<file path="config.mk">
export PLATFORM = sky130hd
export DESIGN_NAME = spi_burst_fsm
export DESIGN_NICKNAME = d
export VERILOG_FILES = /design/src/rtl/spi_burst_fsm.sv
export SDC_FILE = /design/constraint.sdc
export NUM_CORES = 1
export LEC_CHECK = 0
export CORE_UTILIZATION = 53
export DETAILED_ROUTE_END_ITERATION = 8
export PLACE_DENSITY_LB_ADDON = 0.3
export SLEW_MARGIN = 15
export SYNTH_ARGS = -nofsm -noshare
export SYNTH_HDL_FRONTEND = slang
export SYNTH_SLANG_ARGS = --single-unit
</file>
<file path="constraint.sdc">
create_clock -name clk -period 1.84 [get_ports clk]
set_input_delay 0.368 -clock clk [delete_from_list [all_inputs] [get_ports clk]]
set_output_delay 0.368 -clock clk [all_outputs]
set_load 0.005 [all_outputs]
</file>
<file path="src/rtl/spi_burst_fsm.sv">
// Purpose     : SPI slave register-file control FSM; decodes an ADDR_BITS+rw header per
//               chip-select frame, then runs single or auto-incrementing burst reads/writes.
// Latency     : registered outputs decoded from next state; a word ends one clk after its last sclk_pos.
// Backpressure: none; the SPI master owns the pace, and cs high aborts any state at once.
// Ports:
//   clk, reset_n      system clock, asynchronous active-low reset
//   cs                synchronised chip select, active low
//   sclk_pos          one-clk pulse per SCLK rising edge
//   rw                header rw bit from the shift register (1 = read), sampled in LATCH
//   sr_we, dm_we      shift-register parallel load / data-memory write strobes
//   addr_we, addr_inc address latch load / increment strobes
//   miso_en, busy     MISO drive enable, FSM not idle
module spi_burst_fsm #(
    parameter int ADDR_BITS = 7,
    parameter int DATA_BITS = 8,
    parameter int RD_LAT    = 1,
    parameter int BURST_EN  = 1,
    parameter int MAX_BURST = 0
) (
    input  logic clk,
    input  logic reset_n,
    input  logic cs,
    input  logic sclk_pos,
    input  logic rw,
    output logic sr_we,
    output logic dm_we,
    output logic addr_we,
    output logic addr_inc,
    output logic miso_en,
    output logic busy
);

    localparam int HDR    = ADDR_BITS + 1;
    localparam int BC_MAX = (HDR > DATA_BITS) ? HDR : DATA_BITS;
    localparam int BC_W   = $clog2(BC_MAX + 1);
    localparam int WC_W   = (MAX_BURST > 0) ? $clog2(MAX_BURST + 1) : 1;

    localparam logic [BC_W-1:0] HDR_CNT  = BC_W'(HDR);
    localparam logic [BC_W-1:0] DATA_CNT = BC_W'(DATA_BITS);
    localparam logic [1:0]      LAT_LAST = (RD_LAT > 0) ? 2'(RD_LAT - 1) : 2'd0;
    // Word count value at which the word now finishing is the last allowed one.
    localparam logic [WC_W-1:0] LAST_WC  = (MAX_BURST > 0) ? WC_W'(MAX_BURST - 1) : '0;

    typedef enum logic [3:0] {
        S_IDLE,
        S_HDR,
        S_LATCH,
        S_RD_WAIT,
        S_RD_LOAD,
        S_RD_SHIFT,
        S_WR_SHIFT,
        S_WR_COMMIT,
        S_DONE
    } state_t;

    // With zero read latency the wait state is skipped entirely.
    localparam state_t RD_FIRST = (RD_LAT == 0) ? S_RD_LOAD : S_RD_WAIT;

    state_t          state, state_nxt;
    logic [BC_W-1:0] bcnt, bcnt_nxt;
    logic [WC_W-1:0] wcnt, wcnt_nxt;
    logic [1:0]      lat, lat_nxt;
    logic            inc_nxt;
    logic            count_en;
    logic            burst_ok;

    always_comb begin
        state_nxt = state;
        bcnt_nxt  = bcnt;
        wcnt_nxt  = wcnt;
        lat_nxt   = lat;
        inc_nxt   = 1'b0;
        count_en  = sclk_pos && ((state == S_HDR) || (state == S_RD_WAIT) ||
                                 (state == S_RD_LOAD) || (state == S_RD_SHIFT) ||
                                 (state == S_WR_SHIFT));
        burst_ok  = (BURST_EN != 0) && !((MAX_BURST != 0) && (wcnt == LAST_WC));

        if (cs) begin
            // Deselect wins over everything, including a coincident sclk_pos.
            state_nxt = S_IDLE;
            bcnt_nxt  = '0;
            wcnt_nxt  = '0;
            lat_nxt   = '0;
        end else begin
            if (count_en) begin
                bcnt_nxt = bcnt + BC_W'(1);
            end
            case (state)
                S_IDLE: begin
                    state_nxt = S_HDR;
                    bcnt_nxt  = '0;
                    wcnt_nxt  = '0;
                end
                S_HDR: begin
                    if (bcnt == HDR_CNT) begin
                        state_nxt = S_LATCH;
                        bcnt_nxt  = '0;
                    end
                end
                S_LATCH: begin
                    state_nxt = rw ? RD_FIRST : S_WR_SHIFT;
                    lat_nxt   = '0;
                end
                S_RD_WAIT: begin
                    if (lat == LAT_LAST) begin
                        state_nxt = S_RD_LOAD;
                    end else begin
                        lat_nxt = lat + 2'd1;
                    end
                end
                S_RD_LOAD: begin
                    state_nxt = S_RD_SHIFT;
                end
                S_RD_SHIFT: begin
                    if (bcnt == DATA_CNT) begin
                        bcnt_nxt = '0;
                        wcnt_nxt = wcnt + WC_W'(1);
                        if (burst_ok) begin
                            state_nxt = RD_FIRST;
                            lat_nxt   = '0;
                            inc_nxt   = 1'b1;
                        end else begin
                            state_nxt = S_DONE;
                        end
                    end
                end
                S_WR_SHIFT: begin
                    if (bcnt == DATA_CNT) begin
                        state_nxt = S_WR_COMMIT;
                        bcnt_nxt  = '0;
                        wcnt_nxt  = wcnt + WC_W'(1);
                        inc_nxt   = burst_ok;
                    end
                end
                S_WR_COMMIT: begin
                    // addr_inc was raised on entry exactly when another word may follow.
                    state_nxt = addr_inc ? S_WR_SHIFT : S_DONE;
                end
                S_DONE: begin
                    state_nxt = S_DONE;
                end
                default: begin
                    state_nxt = S_IDLE;
                end
            endcase
        end
    end

    always_ff @(posedge clk or negedge reset_n) begin
        if (!reset_n) begin
            state    <= S_IDLE;
            bcnt     <= '0;
            wcnt     <= '0;
            lat      <= '0;
            sr_we    <= 1'b0;
            dm_we    <= 1'b0;
            addr_we  <= 1'b0;
            addr_inc <= 1'b0;
            miso_en  <= 1'b0;
            busy     <= 1'b0;
        end else begin
            state    <= state_nxt;
            bcnt     <= bcnt_nxt;
            wcnt     <= wcnt_nxt;
            lat      <= lat_nxt;
            sr_we    <= (state_nxt == S_RD_LOAD);
            dm_we    <= (state_nxt == S_WR_COMMIT);
            addr_we  <= (state_nxt == S_LATCH);
            addr_inc <= inc_nxt;
            miso_en  <= (state_nxt == S_RD_SHIFT);
            busy     <= (state_nxt != S_IDLE);
        end
    end

endmodule

</file>
==> impl_metrics.tcl <==
set metrics [dict create \
    run_status "finished, violations left" \
    violations "DRC" \
    place_inst 117 \
    clockBufferDepth 2 \
    cp-startpoint "bcnt[1]" \
    synth_top_area_cell "dfrtp_1" \
    antennaDiodeCount 0 \
    die-area_sq_mm 0.001896 \
    cts-root-buf "clkbuf_4" \
    maxCapViolations 0 \
    worstSetupEndpointType "register" \
    track_usage 0.2201 \
    avgSynthCellArea_sq_um 10.05 \
    period_needed_ns 1.714 \
    synth_cell_types 33 \
    critical_path.max_fanout 5 \
    start_util 0.5867 \
    instances_no_fill 120 \
    io_pins 11 \
    hpwl_um 1285 \
    hold_viol 0 \
    ant_nets 0 \
    htreeDepth 1 \
    ys_seq_area_frac 0.4378 \
    final.setup.tns_ns 0 \
    ff_latch_area_sq_um 400.4 \
    synth_top_area_share 0.4378 \
    grt_overflow 0 \
    leakage_nw 0.4516 \
    nets 114 \
    crit_type "register to register" \
    syn2layout_area_growth_pct 17.24 \
    required_ns 2.01 \
    dr.pass1.iters 6 \
    setup.worst_path.start_class "register" \
    port_buffers 10 \
    clkLatencyLatePin_ns 0.28 \
    grt_pass1_wl_um 3008 \
    finalCritPeriodShare 0.9315 \
    fp.dieH_um 43.54 \
    via_count 702 \
    drive_gt1_frac 0.1731 \
    cts_tree "done" \
    tightestPinTransition_ns 0.3648 \
    syn_nets 99 \
    slew_viol_final 0 \
    holdWs_ns 0.4029 \
    routed_wirelength_um 1709 \
    clock-sinks 16 \
    syn_inst 91 \
    netlist_area_sq_um 914.6 \
    post_cts_buffers 0 \
    relSlewSlack 0.7568 \
    yosys_warnings 0 \
    synth_edf_count 0 \
    rsz0062_at_grt "no" \
    crit-reg2reg-launch "bcnt[1]" \
    power_density_mw_per_mm2 549.0 \
    yosys-top-cells-area "dfrtp_1 44%, ha_1 4.1%, mux2i_1 3.3%, nor3_1 3.3%, nor4b_2 3.3%" \
    rows 14 \
    drc 6 \
    holdCritPathClass "primary input to async pin" \
    coreArea_sq_mm 0.001559 \
    wl_per_cell_um 14.24 \
    cts.clk_slew.worst_paths_ns 0.09 \
    synthFlopType "dfrtp_1" \
    cp.arrival_ns 1.89 \
    max_freq_ghz 0.5834 \
    async_flop_share 1.000 \
    grt_pass1_vias 689 \
    die_x_um 43.54 \
    ys_ff_latch 16 \
    finalSetupViolations 0 \
    antenna_found_initial 0 \
    drtIter0Drc 14 \
    grt_start_max_net_pins 17 \
    gp_congestion 0.8673 \
    holdBufCountCts 0 \
    clock-skew-final_ns 0.005865 \
    ir_drop_mv 0.3324 \
    fin_util 0.6878 \
    viasPerCell 5.850 \
    multiInputGateArea_sq_um 473.0 \
    cts_resized 0 \
    nFillCells 113 \
    numCtsBuffers 3 \
]
area by class of cell:
class / count / area share
clock buffers: 3 / 0.02100
repair buffers: 15 / 0.1284
well taps: 16 / 0.01867
inverters: 5 / 0.01750
flip-flops and latches: 16 / 0.3734
multi-input cells: 65 / 0.4411
cell usage after synthesis (2+ instances only):
| cell | number |
|---|---|
| a21oi_1 | 4 |
| and4b_1 | 2 |
| buf_2 | 3 |
| clkbuf_1 | 2 |
| dfrtp_1 | 16 |
| ha_1 | 3 |
| inv_1 | 5 |
| mux2i_1 | 3 |
| nand2_1 | 4 |
| nand2b_1 | 2 |
| nand3_1 | 4 |
| nor2_1 | 7 |
| nor2b_1 | 4 |
| nor3_1 | 6 |
| nor4b_2 | 2 |
| o21ai_0 | 4 |
| or3_1 | 2 |
| xnor2_1 | 3 |
worst max-delay path, cell delays in order (launching register included):
cell     delay (ns)
dfrtp_1        0.39
inv_1          0.06
ha_1           0.18
and3b_4        0.21
and2_4         0.15
a221o_1        0.39
and4b_1        0.24
power breakdown:
| part | internal, mW | switching [mW] |
|---|---|---|
| Sequential | 0.354 | 0.00301 |
| Clock | 0.0758 | 0.0991 |
| Combinational | 0.0272 | 0.0291 |
layer usage:
layer / global-route usage / part of all wire
met3: 0.03750 / 0.032
met2: 0.3522 / 0.50
met1: 0.2853 / 0.46
met4: 0.1125 / 0.011
met5: 0 / 0
stage by stage:
step | instance area (sq um) | worst slack, ns | power [mW]
3_5_place_dp | 1050 | 0.08361 | 0.4213
4_1_cts | 1072 | 0.08957 | 0.5959
5_1_grt | 1072 | 0.01938 | 0.6193
6_report | 1072 | 0.1260 | 0.5887
2_1_floorplan | 914.6 | 0.1651 | 0.3921
3_3_place_gp | 1050 | 0.1046 | 0.4194
cells in the final DEF, fill, tap and decap left out, types with 4 or more instances in the layout:
cell and instances:
o21ai_0 4, nor3_1 6, nand3_1 4, nand2_1 4
nor2b_1 4, buf_4 5, clkdlybuf4s50_1 10, a21oi_1 4
nor2_1 7, dfrtp_1 16, inv_1 5
logic make-up (layout without fill, tap and decap cells):
group / count (synthesis) / after routing / share of synthesized area
compound gates: 14 / 14 / 0.1081
xor+xnor: 4 / 4 / 0.03831
fa+ha+maj: 3 / 3 / 0.04104
buf+inv: 10 / 23 / 0.04514
flops: 16 / 16 / 0.4378
mux: 3 / 3 / 0.03283
simple gates: 41 / 41 / 0.2969
registers in the layout, summed over array words and instances (netlist names):
name / cells
addr_inc: 1
addr_we: 1
bcnt: 4
busy: 1
dm_we: 1
lat: 2
miso_en: 1
sr_we: 1
state: 4
final timing paths:
| kind | cells after the start | endpoint | slack, ns |
|---|---|---|---|
| max | 6 | addr_we | 0.13 |
| min | 2 | miso_en | 0.40 |
| max reg2reg | 6 | addr_we | 0.13 |
| min reg2reg | 2 | lat[1] | 0.56 |
| max in group asynchronous | 2 | state[0] | 1.26 |
| min in group clk | 2 | lat[1] | 0.56 |
No activity file was read; power rests on OpenSTA's default activity.
